### src/rtl/fifo_pkg.sv
// Shared definitions for the async-FIFO read-side arbiter.
// Holds the arbiter state encoding, default sizes and width helpers.
package fifo_pkg;

    typedef enum logic {
        IDLE  = 1'b0,
        BURST = 1'b1
    } arb_state_t;

    localparam int DEF_DSIZE    = 8;
    localparam int DEF_NREQ     = 4;
    localparam int DEF_MAXBURST = 4;

    // Width needed to encode n distinct values, never below one bit.
    function automatic int width_for(input int n);
        return ($clog2(n) < 1) ? 1 : $clog2(n);
    endfunction

    // Burst counter must hold 0..maxburst.
    function automatic int cnt_width(input int maxburst);
        return width_for(maxburst + 1);
    endfunction

    // Round-robin pointer holds 0..nreq-1.
    function automatic int ptr_width(input int nreq);
        return width_for(nreq);
    endfunction

    localparam int CNTW = cnt_width(DEF_MAXBURST);
    localparam int PTRW = ptr_width(DEF_NREQ);

endpackage

### src/rtl/fifo_rd_arbiter_rr_pick.sv
// Combinational round-robin picker: returns the first requester at or
// after ptr (wrapping modulo NREQ) as both a one-hot vector and an index.
module rr_pick
    import fifo_pkg::*;
#(
    parameter int NREQ = DEF_NREQ,
    parameter int PTRW = ptr_width(DEF_NREQ)
) (
    input  logic [NREQ-1:0] req,
    input  logic [PTRW-1:0] ptr,
    output logic [NREQ-1:0] onehot,
    output logic [PTRW-1:0] idx,
    output logic            found
);

    int              cand;
    logic [PTRW-1:0] cand_idx;

    // Scan NREQ positions starting at ptr; the first hit wins.
    always_comb begin
        found    = 1'b0;
        idx      = '0;
        cand     = 0;
        cand_idx = '0;
        for (int i = 0; i < NREQ; i++) begin
            cand = int'(ptr) + i;
            if (cand >= NREQ) begin
                cand = cand - NREQ;
            end
            cand_idx = PTRW'(cand);
            if (!found && req[cand_idx]) begin
                found = 1'b1;
                idx   = cand_idx;
            end
        end
    end

    generate
        for (genvar gi = 0; gi < NREQ; gi++) begin : g_onehot
            assign onehot[gi] = found && (idx == PTRW'(gi));
        end
    endgenerate

endmodule

### src/rtl/fifo_rd_arbiter.sv
// Read-side scheduler sharing one async-FIFO read port among NREQ consumers.
// Round-robin grants, each burst bounded to MAXBURST words, one idle bubble
// between bursts. Optional macro FIFO_RD_ARB_LOCK_EN adds a lock input that
// lets the granted consumer keep reading past MAXBURST.
module fifo_rd_arbiter
    import fifo_pkg::*;
#(
    parameter int NREQ     = DEF_NREQ,
    parameter int DSIZE    = DEF_DSIZE,
    parameter int MAXBURST = DEF_MAXBURST
) (
`ifdef FIFO_RD_ARB_LOCK_EN
    input  logic [NREQ-1:0]  lock,
`endif
    input  logic             rclk,
    input  logic             rrst_n,
    input  logic [NREQ-1:0]  req,
    input  logic             rempty,
    input  logic [DSIZE-1:0] rdata,
    output logic             rinc,
    output logic [NREQ-1:0]  gnt,
    output logic [DSIZE-1:0] dout,
    output logic [NREQ-1:0]  dvalid
);

    localparam int CNTW_L = cnt_width(MAXBURST);
    localparam int PTRW_L = ptr_width(NREQ);

    arb_state_t         state_reg, state_next;
    logic [NREQ-1:0]    gnt_reg, gnt_next;
    logic [PTRW_L-1:0]  gidx_reg, gidx_next;
    logic [CNTW_L-1:0]  cnt_reg, cnt_next;
    logic [PTRW_L-1:0]  rr_ptr_reg, rr_ptr_next;
    logic [DSIZE-1:0]   dout_reg, dout_next;
    logic [NREQ-1:0]    dvalid_reg, dvalid_next;

    logic [NREQ-1:0]    pick_onehot;
    logic [PTRW_L-1:0]  pick_idx;
    logic               pick_found;
    logic               req_g;
    logic               lock_g;
    logic               at_limit;
    logic               burst_exit;
    logic [PTRW_L-1:0]  ptr_after_g;

    rr_pick #(
        .NREQ (NREQ),
        .PTRW (PTRW_L)
    ) u_pick (
        .req    (req),
        .ptr    (rr_ptr_reg),
        .onehot (pick_onehot),
        .idx    (pick_idx),
        .found  (pick_found)
    );

    // Request and lock of the current owner only; zero when nobody is granted.
    assign req_g = |(req & gnt_reg);
`ifdef FIFO_RD_ARB_LOCK_EN
    assign lock_g = |(lock & gnt_reg);
`else
    assign lock_g = 1'b0;
`endif

    assign at_limit    = (cnt_reg >= CNTW_L'(MAXBURST - 1));
    assign ptr_after_g = (gidx_reg == PTRW_L'(NREQ - 1)) ? '0 : gidx_reg + PTRW_L'(1);

    // Next-state, read strobe and datapath decisions.
    always_comb begin
        state_next  = state_reg;
        gnt_next    = gnt_reg;
        gidx_next   = gidx_reg;
        cnt_next    = cnt_reg;
        rr_ptr_next = rr_ptr_reg;
        dout_next   = dout_reg;
        dvalid_next = '0;
        rinc        = 1'b0;
        burst_exit  = 1'b0;
        case (state_reg)
            IDLE: begin
                // Never grant into an empty FIFO.
                if (pick_found && !rempty) begin
                    state_next = BURST;
                    gnt_next   = pick_onehot;
                    gidx_next  = pick_idx;
                    cnt_next   = '0;
                end
            end
            BURST: begin
                rinc = req_g & ~rempty;
                if (rinc) begin
                    dout_next   = rdata;
                    dvalid_next = gnt_reg;
                    // Saturate so a locked burst cannot wrap the counter.
                    if (cnt_reg != CNTW_L'(MAXBURST)) begin
                        cnt_next = cnt_reg + CNTW_L'(1);
                    end
                end
                burst_exit = (rinc && at_limit && !lock_g) || !req_g || (rempty && !rinc);
                if (burst_exit) begin
                    state_next  = IDLE;
                    gnt_next    = '0;
                    rr_ptr_next = ptr_after_g;
                end
            end
            default: begin
                state_next = IDLE;
                gnt_next   = '0;
            end
        endcase
    end

    // State and output registers; async reset clears everything at once.
    always_ff @(posedge rclk or negedge rrst_n) begin
        if (!rrst_n) begin
            state_reg  <= IDLE;
            gnt_reg    <= '0;
            gidx_reg   <= '0;
            cnt_reg    <= '0;
            rr_ptr_reg <= '0;
            dout_reg   <= '0;
            dvalid_reg <= '0;
        end else begin
            state_reg  <= state_next;
            gnt_reg    <= gnt_next;
            gidx_reg   <= gidx_next;
            cnt_reg    <= cnt_next;
            rr_ptr_reg <= rr_ptr_next;
            dout_reg   <= dout_next;
            dvalid_reg <= dvalid_next;
        end
    end

    assign gnt    = gnt_reg;
    assign dout   = dout_reg;
    assign dvalid = dvalid_reg;

endmodule

### config.mk
export PLATFORM = sky130hd
export DESIGN_NAME = fifo_rd_arbiter
export DESIGN_NICKNAME = d
export VERILOG_FILES = /design/src/rtl/fifo_pkg.sv /design/src/rtl/fifo_rd_arbiter_rr_pick.sv /design/src/rtl/fifo_rd_arbiter.sv
export SDC_FILE = /design/constraint.sdc
export NUM_CORES = 1
export LEC_CHECK = 0
export ABC_AREA = 1
export CAP_MARGIN = 30
export CORE_AREA = 3 3 60 62
export CTS_CLUSTER_DIAMETER = 150
export DETAILED_ROUTE_END_ITERATION = 12
export DIE_AREA = 0 0 63 65
export GPL_TIMING_DRIVEN = 1
export PLACE_DENSITY = 0.75
export SLEW_MARGIN = 10
export SYNTH_ARGS = -nofsm -noshare
export SYNTH_HDL_FRONTEND = slang
export SYNTH_HIERARCHICAL = 1
export SYNTH_SLANG_ARGS = --single-unit
### constraint.sdc
create_clock -name rclk -period 1.75 [get_ports rclk]
set_input_delay 0.35 -clock rclk [delete_from_list [all_inputs] [get_ports rclk]]
set_output_delay 0.35 -clock rclk [all_outputs]
set_load 0.02 [all_outputs]
==> qor_table.md, run 1 <==
| Step | Item | Value |
|:---|:---|:---|
| power and ir drop | Power density over the cells | 1720 nW/um^2 |
| cts | Clock latency on the worst-skew pair | 0.33 ns |
| yosys | Mean post-synth cell area | 7.53 um^2 |
| cts | Clock-pin slew reported for the worst setup and hold paths after clock tree synthesis | 0.13 ns |
| sta | Headroom to the max-slew limit | 80.9% |
| layout | Nets | 281 |
| yosys | Library cell with the highest instance count after synthesis | nand2_1 |
| yosys | Area share of the leading cell type in the synthesized netlist | 39.7% |
| setup path | Data arrival, critical path | 2.07 ns |
| setup path | Worst EP required | 1.98 ns |
| flow run | Number of violations of the max-capacitance limit | 0 |
| global routing | Number of global-route vias before repair | 1291 |
| route | Wire length reported by the detailed router | 3.71 mm |
| setup path | CP Launch Point | rr_ptr_reg[0] |
| yosys | Cell count after synthesis | 201 |
| global routing | Wire length of the first global-routing pass | 5.58 mm |
| yosys | Sequential cell area fraction in the yosys report | 39.7% |
| route | Final antenna-violating net count | 0 |
| sta | Pins Over Slew Limit | 0 |
| die | Std cell rows | 20 |
| sta | Final worst path period need | 1.84 ns |
| route | Vias after detailed routing | 1471 |
| run status | Result of the run | finished, violations left |
| setup path | Worst reg-to-reg setup slack | -0.09 ns |
| global routing | Aggregate global-route resource usage | 17.2% |
| sta | Final Worst Setup Slack | -0.0854 ns |
| worst hold path | Path type of the worst min-delay path | in -> async |
| route | Average routed wire per standard cell | 12.2 um |
| sta | Actual transition at the worst max-transition pin | 0.283 ns |
| setup path | Slowest library cell on the worst path | dfrtp_2 |
| setup path | Launching point of the worst reg2reg path | rr_ptr_reg[0] |
| yosys | Synthesis Warnings | 6 |
| yosys | Async set-or-reset flop fraction in the synthesized netlist | 100% |
| setup path | Ordered list of cells on the worst path | buf_12 > clkinv_8 > nand2_4 > nand2_4 > nand2_4 > nand2_4 > nor2_4 > nand3_2 > inv_2 > nor3_4 > clkinvlp_4 > nand3_2 > nand2_1 |
| die | Horiz. Die Dim | 63 um |
| cts | CTS Buffer Depth | 2 |
| setup path | Worst reg2reg endpoint | cnt_reg[0] |
| layout | Max FFs per register | 8 |
| cts | CTS Sinks | 24 |
| sta | Timing-limited maximum frequency | 0.545 GHz |
| place | Sum of net half-perimeters after detailed placement | 2.61 mm |
| die | Initial Utilization | 49.1% |
| die | Die height | 65 um |
| yosys | Number of enable-type register cells in the synthesized netlist | 0 |
| layout | Count of filler cells inserted in the layout | 229 |
| setup path | Critical path class | reg -> reg |
| global routing | Total congestion overflow after global routing | 0 |
| route | Post-detailed-route via-to-cell ratio | 4.82 |
| route | DR DRC count | 0 |
| die | Top-Level Pins | 32 |
| sta | Worst clock skew | 0.00387 ns |
| setup path | Maximum fanout count along the critical path | 5 |
| yosys | Cell type contributing the most total cell area after synthesis | dfrtp_1 |
| setup path | Critical Path Max Stage Delay | 0.47 ns |
| die | Total die area | 4100 um^2 |
| setup path | Number of cells on the worst reg-to-reg path | 13 |
| sta | RSZ-0062 raised after global routing | yes |
| run status | Violations in the final reports | setup timing |
| sta | Ratio of final minimum period to clock period | 105% |
| yosys | Count of state elements after synthesis | 24 |
| place | Dpl ws | -0.435 ns |
| layout | Fraction of layout cells with a size suffix above 1 | 37.2% |
| die | Core region area | 3080 um^2 |
| yosys | Cell variety after synth | 21 |
| yosys | Commonest register cell after synthesis | dfrtp_1 |
| setup path | Kind of end point of the critical path | flop |
| cts | CTS tree | built |
| cts | Level count of the clock H-tree | 1 |
| global routing | Pin count of the biggest net entering global routing | 25 |
| sta | Final setup vio count | 10 |
| setup path | Crit path launch type | flop |
| layout | Finished layout cell area | 2270 um^2 |
| layout | Area delta synth->final | 50.1% |
| place | Port Buf Inserts | 31 |
| yosys | Top cells by instance count after synthesis | nand2_1 (81), dfrtp_1 (24), inv_1 (22), nand2_2 (14), nand3_1 (10) |
| yosys | Total standard cell area after synthesis | 1510 um^2 |
| route | Count of routing violations after the opening detailed-route iteration | 69 |
| setup path | Critical path destination | cnt_reg[0] |
| yosys | Ranking of synthesized cells by area | dfrtp_1 (40%), nand2_1 (20%), nand2_2 (5.8%), inv_1 (5.5%), nand3_2 (4.6%) |
| sta | Final Hold Viols | 0 |
| cts | Clock tree root driver cell | clkbuf_4 |
| yosys | Net count of the mapped netlist | 220 |
| cts | Number of buffers added by the clock tree synthesis step | 3 |
| power and ir drop | Leakage | 1.23 nW |
| place | RePlAce Congestion | 0.818 |
| route | Detailed Routing Iterations Pass 1 | 4 |
| layout | Number of antenna cells inserted | 0 |
| place | Cell area after placement | 2030 um^2 |
| setup path | Critical Path Most Common Cell | nand2_4 |
| global routing | Initial antenna violation count | 0 |
| power and ir drop | Max rail drop VDD | 0.00108 V |
| layout | Final core utilization | 73.8% |
power breakdown:
group / switching (mW) / leakage [nW] / total (mW) / internal (mW)
registers: 0.165 / 0.310 / 0.916 / 0.750
logic: 1.56 / 0.900 / 2.69 / 1.13
clock network: 0.172 / 0.0210 / 0.299 / 0.128
repair_timing:
action / 4_1_cts / 5_1_grt
gates resized for setup: 9 / 49
pin swaps: 0 / 21
setup endpoints to repair: 9 / 11
cloned: 0 / 2
buffers inserted: 0 / 3
hold buffers: 0 / 0
placed cells by master (no fill, tap or decap), drive strengths merged:
master / netlist / routed
clkdlybuf4s50: 0 / 22
inv: 30 / 30
ha: 4 / 4
dlymetal6s2s: 0 / 4
dfrtp: 24 / 24
nand4: 5 / 5
nand3: 18 / 18
dlygate4sd2: 0 / 4
o21ai: 6 / 6
buf: 3 / 27
clkinv: 0 / 1
clkinvlp: 0 / 1
or2: 1 / 1
nor3: 1 / 1
clkbuf: 0 / 4
nand2: 98 / 98
nor2: 11 / 11
metal layers:
metal,global-route usage [%],vias to the layer above,share of wire [%]
met4,5.79,0,1.4
met1,22.7,693,43
met2,28.7,37,51
met3,2.77,6,4.7
met5,0,-,0
li1,-,735,-
worst max-delay path, delay by kind of cell (launching register included):
family,cells,cell delay (ns)
AND/OR/NAND/NOR,9,0.78
buffers and inverters,4,0.47
flip-flops,1,0.47
worst min path at each step:
stage / start / end / slack (ns) / depth (start not counted)
floorplan: rrst_n / cnt_reg[0] / 0.05 / 0
global placement: dout[0] / dout[0] / 0.46 / 2
detailed placement: dout[3] / dout[3] / 0.46 / 2
global route: rrst_n / dout[6] / 0.39 / 2
finish: rrst_n / gnt[1] / 0.36 / 2
CTS: rrst_n / dvalid[1] / 0.39 / 2
cells by family after synthesis:
| group | share of synthesized area, % |
|---|---|
| and+or+nand+nor | 44.2 |
| AOI/OAI and AO/OA | 2.48 |
| DFF | 39.7 |
| adders and majority gates | 3.31 |
| buffers and inverters | 10.3 |
cell type report:
| type | count | area (um^2) | share of cell area [%] |
|---|---|---|---|
| clock buffer | 4 | 36.3 | 1.60 |
| inverter | 30 | 133 | 5.84 |
| multi-input combinational | 144 | 898 | 39.6 |
| sequential | 24 | 603 | 26.6 |
| tap | 44 | 55.1 | 2.42 |
| timing repair buffer | 57 | 529 | 23.3 |
| timing repair inverter | 2 | 16.3 | 0.716 |
through the flow:
step / instances / total power [mW] / setup TNS, ns / hold slack [ns]
detailed placement: 296 / 3.13 / -3.58 / 0.464
finish: 305 / 3.91 / -0.589 / 0.361
CTS: 300 / 3.41 / -0.00371 / 0.389
floorplan: 201 / 2.36 / 0 / 0.0544
global route: 305 / 4.21 / -1.23 / 0.387
global placement: 296 / 3.09 / -3.33 / 0.462
Power figures use the tool's default switching activity.
==> run 2: changes to the inputs <==
--- a/config.mk
+++ b/config.mk
@@ -13,7 +13,7 @@
 export DIE_AREA = 0 0 63 65
 export GPL_TIMING_DRIVEN = 1
 export PLACE_DENSITY = 0.75
-export SLEW_MARGIN = 10
+export SLEW_MARGIN = 0
 export SYNTH_ARGS = -nofsm -noshare
 export SYNTH_HDL_FRONTEND = slang
 export SYNTH_HIERARCHICAL = 1
==> results of run 2 <==
Same layout as run 1: the final DEF is identical, and so are final timing and power.
==> run 3: changes to the inputs <==
==> constraint.sdc (replaced) <==
create_clock -name rclk -period 1.88 [get_ports rclk]
set_input_delay 0.376 -clock rclk [delete_from_list [all_inputs] [get_ports rclk]]
set_output_delay 0.376 -clock rclk [all_outputs]
set_load 0.02 [all_outputs]
==> run 3 against run 2 <==
The run now ends clean. Largest cell class unchanged. Critical path depth fell by 11. Cell count fell by 3.3%. Sequential share of layout area is 3.4 points higher.
==> qor_table.md, run 3 (synthesis gave the netlist of run 1 again) <==
| Step | Item | Value | Change |
|:---|:---|:---|:---|
| cts | Level count of the clock H-tree | 1 | unchanged |
| run status | Result of the run | finished, final reports clean | was finished, violations left |
| setup path | Critical Path Max Stage Delay | 0.60 ns | was 0.47 ns |
| route | Vias after detailed routing | 1350 | was 1471 |
| global routing | Initial antenna violation count | 0 | unchanged |
| layout | Nets | 272 | was 281 |
| setup path | Worst EP required | 1.50 ns | was 1.98 ns |
| setup path | Kind of end point of the critical path | output pin | was flop |
| route | Wire length reported by the detailed router | 3.09 mm | was 3.71 mm |
| power and ir drop | Leakage | 1.08 nW | was 1.23 nW |
| die | Top-Level Pins | 32 | unchanged |
| place | Dpl ws | -0.353 ns | was -0.435 ns |
| layout | Area delta synth->final | 32.6% | was 50.1% |
| place | Cell area after placement | 1990 um^2 | was 2030 um^2 |
| cts | CTS tree | built | unchanged |
| flow run | Number of violations of the max-capacitance limit | 0 | unchanged |
| power and ir drop | Power density over the cells | 1510 nW/um^2 | was 1720 nW/um^2 |
| cts | CTS Sinks | 24 | unchanged |
| layout | Final core utilization | 65.2% | was 73.8% |
| sta | Final Hold Viols | 0 | unchanged |
| sta | Actual transition at the worst max-transition pin | 0.289 ns | was 0.283 ns |
| route | Count of routing violations after the opening detailed-route iteration | 59 | was 69 |
| setup path | Worst reg-to-reg setup slack | 0.19 ns | was -0.09 ns |
| sta | Worst clock skew | 0.00830 ns | was 0.00387 ns |
| sta | Ratio of final minimum period to clock period | 95.3% |  |
| die | Core region area | 3080 um^2 | unchanged |
| power and ir drop | Clock share of power | 7.3% | was 7.7% |
| layout | Max FFs per register | 8 | unchanged |
| layout | Fraction of layout cells with a size suffix above 1 | 25.1% | was 37.2% |
| global routing | Wire length of the first global-routing pass | 5.46 mm | was 5.58 mm |
| cts | CTS Buffer Depth | 2 | unchanged |
| cts | Clock tree root driver cell | clkbuf_4 | unchanged |
| layout | Finished layout cell area | 2010 um^2 | was 2270 um^2 |
| setup path | Slowest library cell on the worst path | clkdlybuf4s50_1 | was dfrtp_2 |
| cts | Total of cells resized after clock tree synthesis | 4 | was 9 |
| die | Std cell rows | 20 | unchanged |
| power and ir drop | Switching share of total power | 47.4% | was 48.5% |
| sta | Final worst path period need | 1.79 ns |  |
| power and ir drop | Power share of the combinational group | 64.3% | was 68.9% |
| setup path | Number of cells on the worst reg-to-reg path | 12 | was 13 |
| setup path | Cell type group with the largest total delay on the critical path | buffers and inverters | was simple AND/OR/NAND/NOR gates |
| setup path | Crit path launch type | flop | unchanged |
| worst hold path | Path type of the worst min-delay path | in -> async | unchanged |
| layout | Commonest non-fill, non-tap cells in the layout | nand2_1 (81), clkdlybuf4s50_1 (30), dfrtp_1 (23) | was nand2_1 (68), dfrtp_1 (22), clkdlybuf4s50_1 (22), buf_4 (22), inv_1 (18) |
| route | Average routed wire per standard cell | 10.5 um | was 12.2 um |
| sta | RSZ-0062 raised after global routing | no | was yes |
| sta | Final Hold Slack | 0.397 ns | was 0.361 ns |
| die | Horiz. Die Dim | 63 um | unchanged |
| sta | Final Worst Setup Slack | 0.0886 ns | was -0.0854 ns |
| setup path | Launching point of the worst reg2reg path | rr_ptr_reg[0] | unchanged |
| cts | Number of buffers added by the clock tree synthesis step | 3 | unchanged |
| place | RePlAce Congestion | 0.788 | was 0.818 |
| global routing | Total congestion overflow after global routing | 0 | unchanged |
| die | Die height | 65 um | unchanged |
| global routing | Number of global-route vias before repair | 1248 | was 1291 |
| setup path | Number of buffers and inverters on the critical path | 2 | was 4 |
| setup path | Worst reg2reg endpoint | gnt[0] | was cnt_reg[0] |
| die | Initial Utilization | 49.1% | unchanged |
| cts | Number of hold buffers added after CTS | 0 | unchanged |
| power and ir drop | Total internal power | 1.59 mW | was 2.01 mW |
| route | Final antenna-violating net count | 0 | unchanged |
| route | Detailed Routing Iterations Pass 1 | 4 | unchanged |
| route | Post-detailed-route via-to-cell ratio | 4.58 | was 4.82 |
| sta | Final setup vio count | 0 | was 10 |
| sta | Pins Over Slew Limit | 0 | unchanged |
| cts | Clock-pin slew reported for the worst setup and hold paths after clock tree synthesis | 0.13 ns | about the same |
| sta | Headroom to the max-slew limit | 80.7% | was 80.9% |
| global routing | Pin count of the biggest net entering global routing | 25 | unchanged |
| power and ir drop | Register share of total power | 28.4% | was 23.4% |
| setup path | CP Launch Point | gnt[0] | was rr_ptr_reg[0] |
| global routing | Aggregate global-route resource usage | 16.8% | was 17.2% |
| power and ir drop | Switch Pwr | 1.43 mW | was 1.90 mW |
| cts | Number of setup buffers added after CTS | 0 | unchanged |
| die | Total die area | 4100 um^2 | unchanged |
| place | Port Buf Inserts | 31 | unchanged |
| power and ir drop | Max rail drop VDD | 0.000748 V | was 0.00108 V |
| setup path | Data arrival, critical path | 1.42 ns | was 2.07 ns |
| setup path | Crit path depth | 2 | was 13 |
| power and ir drop | Total power consumption of the routed design | 3.02 mW | was 3.91 mW |
| place | Sum of net half-perimeters after detailed placement | 2.53 mm | was 2.61 mm |
| route | DR DRC count | 0 | unchanged |
| setup path | Maximum fanout count along the critical path | 3 | was 5 |
| layout | Number of antenna cells inserted | 0 | unchanged |
| setup path | Critical path destination | gnt[0] | was cnt_reg[0] |
| cts | Clock latency on the worst-skew pair | 0.31 ns | was 0.33 ns |
| setup path | Critical path class | reg -> out | was reg -> reg |
| layout | Most common library cell in the layout ignoring fill and taps | nand2_1 | unchanged |
| setup path | Ordered list of cells on the worst path | buf_4 > clkdlybuf4s50_1 | was buf_12 > clkinv_8 > nand2_4 > nand2_4 > nand2_4 > nand2_4 > nor2_4 > nand3_2 > inv_2 > nor3_4 > clkinvlp_4 > nand3_2 > nand2_1 |
| sta | Timing-limited maximum frequency | 0.558 GHz |  |
[run 3: layer usage]
layer | vias to the layer above | share of wire (%) | wire (um) | track usage (%)
met5 | - | 0 | 0 | 0
met4 | 0 | 1.7 | 52 | 5.79
met3 | 5 | 3.9 | 119 | 3.29
met2 | 26 | 47 | 1450 | 27.9
met1 | 597 | 48 | 1470 | 21.7
li1 | 722 | - | - | -
[run 3: layout make-up]
type	count	area (um^2)
Tap cell	44	55.1
Sequential cell	24	602
Timing Repair Buffer	50	448
Fill cell	276	1070
Clock buffer	3	22.5
Inverter	30	123
Multi-Input combinational cell	144	756
[run 3: power by group through the flow]
stage                     clock network (mW)  logic, mW  registers [mW]
after CTS                              0.226       1.96           0.858
final                                  0.221       1.94           0.859
after global routing                   0.246       2.18           0.894
after detailed placement                   0       1.95           0.869
after floorplan                            0       1.26           0.943
after global placement                     0       1.92           0.865
[run 3: worst min path at each step]
stage / cells past startpoint / to / slack (ns)
2_1_floorplan: 0 / cnt_reg[0] / 0.08
3_3_place_gp: 2 / dout[0] / 0.46
3_5_place_dp: 2 / dout[0] / 0.47
4_1_cts: 2 / dout[1] / 0.41
5_1_grt: 2 / dout[6] / 0.41
6_report: 2 / dout[1] / 0.40
[run 3: worst reg2reg max path, cell delays in order, from the launching register on]
cell and delay [ns]:
dfrtp_2 0.53, inv_8 0.12, nand2_2 0.07, nand2_4 0.10, nand2_1 0.07, o21ai_2 0.06, inv_1 0.06, nand3_2 0.08
inv_1 0.07, nor3_4 0.17, buf_4 0.18, nand2_1 0.06, nand2_1 0.07
[run 3: metrics by stage]
stage	TNS (ns)	instances
after global placement	-2.15	292
after floorplan	0	201
after global routing	0	295
final	0	295
after detailed placement	-2.30	292
after CTS	0	295
==> variant, RTL diff (flow settings as in run 2) <==
Add a define of `FIFO_RD_ARB_LOCK_EN`.
--- a/src/rtl/fifo_rd_arbiter.sv
+++ b/src/rtl/fifo_rd_arbiter.sv
@@ -2,6 +2,8 @@
 // Round-robin grants, each burst bounded to MAXBURST words, one idle bubble
 // between bursts. Optional macro FIFO_RD_ARB_LOCK_EN adds a lock input that
 // lets the granted consumer keep reading past MAXBURST.
+`define FIFO_RD_ARB_LOCK_EN
+
 module fifo_rd_arbiter
     import fifo_pkg::*;
 #(
Ports: changed (added lock); port bits go from 32 to 36. No check against the original RTL was run, so the function may have changed too.
==> variant against run 2 <==
  * Design area down 5.3%
  * Synthesized area rose by 1.5%
  * Routed wire length is 4.2% lower
  * Worst setup slack better by 130 ps
  * Total power is 6.9% lower
  * Core utilization decreased by 3.9 points
  * Via count decreased by 2.2%
  * Sequential share of layout area rose by 1.4 points
  * Critical path depth decreased by 7
  * Sequential cell count did not move
  * Global-route usage increased by 1.8 points
  * Largest cell class unchanged
==> variant: results (changes against run 2) <==
Power and ir drop
  – Switching Fraction: 0.461 (was 0.485)
  – Max IR drop VDD: 0.869 mV (was 1.08 mV)

Finish
  – Clock buffer count: 3 (was 4)
  – Share of post-route cells with drive strength above 1: 0.264 (was 0.372)
  – Fraction of area in multi-input gates: 0.390 (was 0.396)
  – Number of signal-net buffers in the layout: 55 (was 57)
  – Seq/total area: 0.279 (was 0.266)
  – Inverters: 22 (was 32)
  – Non-clock buffering overhead: 0.238 (was 0.233)
  – Final #Nets: 285 (was 281)

Logic synthesis
  – Synth top cells by count: nand2_1 (88), dfrtp_1 (24), nand2_2 (15) (was nand2_1 (81), dfrtp_1 (24), inv_1 (22))
  – Ranking of synthesized cells by area: dfrtp_1 (39%), nand2_1 (22%), nand2_2 (6.1%) (was dfrtp_1 (40%), nand2_1 (20%), nand2_2 (5.8%))
  – Adder-cell share of the synthesized area: 0.0326 (was 0.0331)

Place
  – GP Congestion: 0.831 (was 0.818)
  – Pre-CTS setup slack: -535 ps (was -435 ps)
  – HPWL Detailed: 2740 um (was 2610 um)
  – Port Buffer Count: 35 (was 31)

Worst setup path
  – Slowest stage cell, crit path: clkdlybuf4s50_1 (was dfrtp_2)
  – Reg2reg end: cnt_reg[2] (was cnt_reg[0])
  – Worst Path Max Fanout: 3 (was 5)
  – Delay-heaviest family, CP: buffers and inverters (was simple AND/OR/NAND/NOR gates)
  – CP endpoint: rinc (was cnt_reg[0])

Global routing
  – Met3 usage: 0.0260 (was 0.0277)
  – GRT met1 Usage: 0.259 (was 0.227)
  – M2 GR Usage: 0.314 (was 0.287)

Timing
  – Worst-Margin Slew: 300 ps (was 283 ps)
  – Setup ws final: 49.4 ps (was -85.4 ps)

Route
  – Vias: 1439 (was 1471)
  – WL met3: 224 um (was 173 um)
  – WL final: 3560 um (was 3710 um)
  – Met1 WL: 1630 um (was 1600 um)

Outcome
  – Status: finished clean (was complete, but fails checks)
## variant: per-stage QoR
step / hold slack (ps) / cells / util / instance area, um2
after floorplan: 54.4 / 204 / - / 1540
after global placement: 453 / 300 / 0.675 / 2080
after detailed placement: 458 / 300 / 0.675 / 2080
after CTS: 377 / 304 / 0.691 / 2130
after global routing: 384 / 305 / 0.699 / 2150
final: 372 / 305 / 0.699 / 2150
## variant: power groups by stage
stage                     Clock (mW)  Sequential, mW  Combinational (mW)
after floorplan                    0            1.01                1.38
after global placement             0           0.881                2.27
after detailed placement           0           0.889                2.31
after CTS                      0.413           0.876                2.31
after global routing           0.435           0.904                2.62
final                          0.402           0.878                2.36
## variant: what timing repair did
item,in CTS,in global routing
setup buffers,0,1
pin swaps,0,3
gates resized for setup,11,6
hold buffers,0,0
endpoints found under the setup margin,5,11
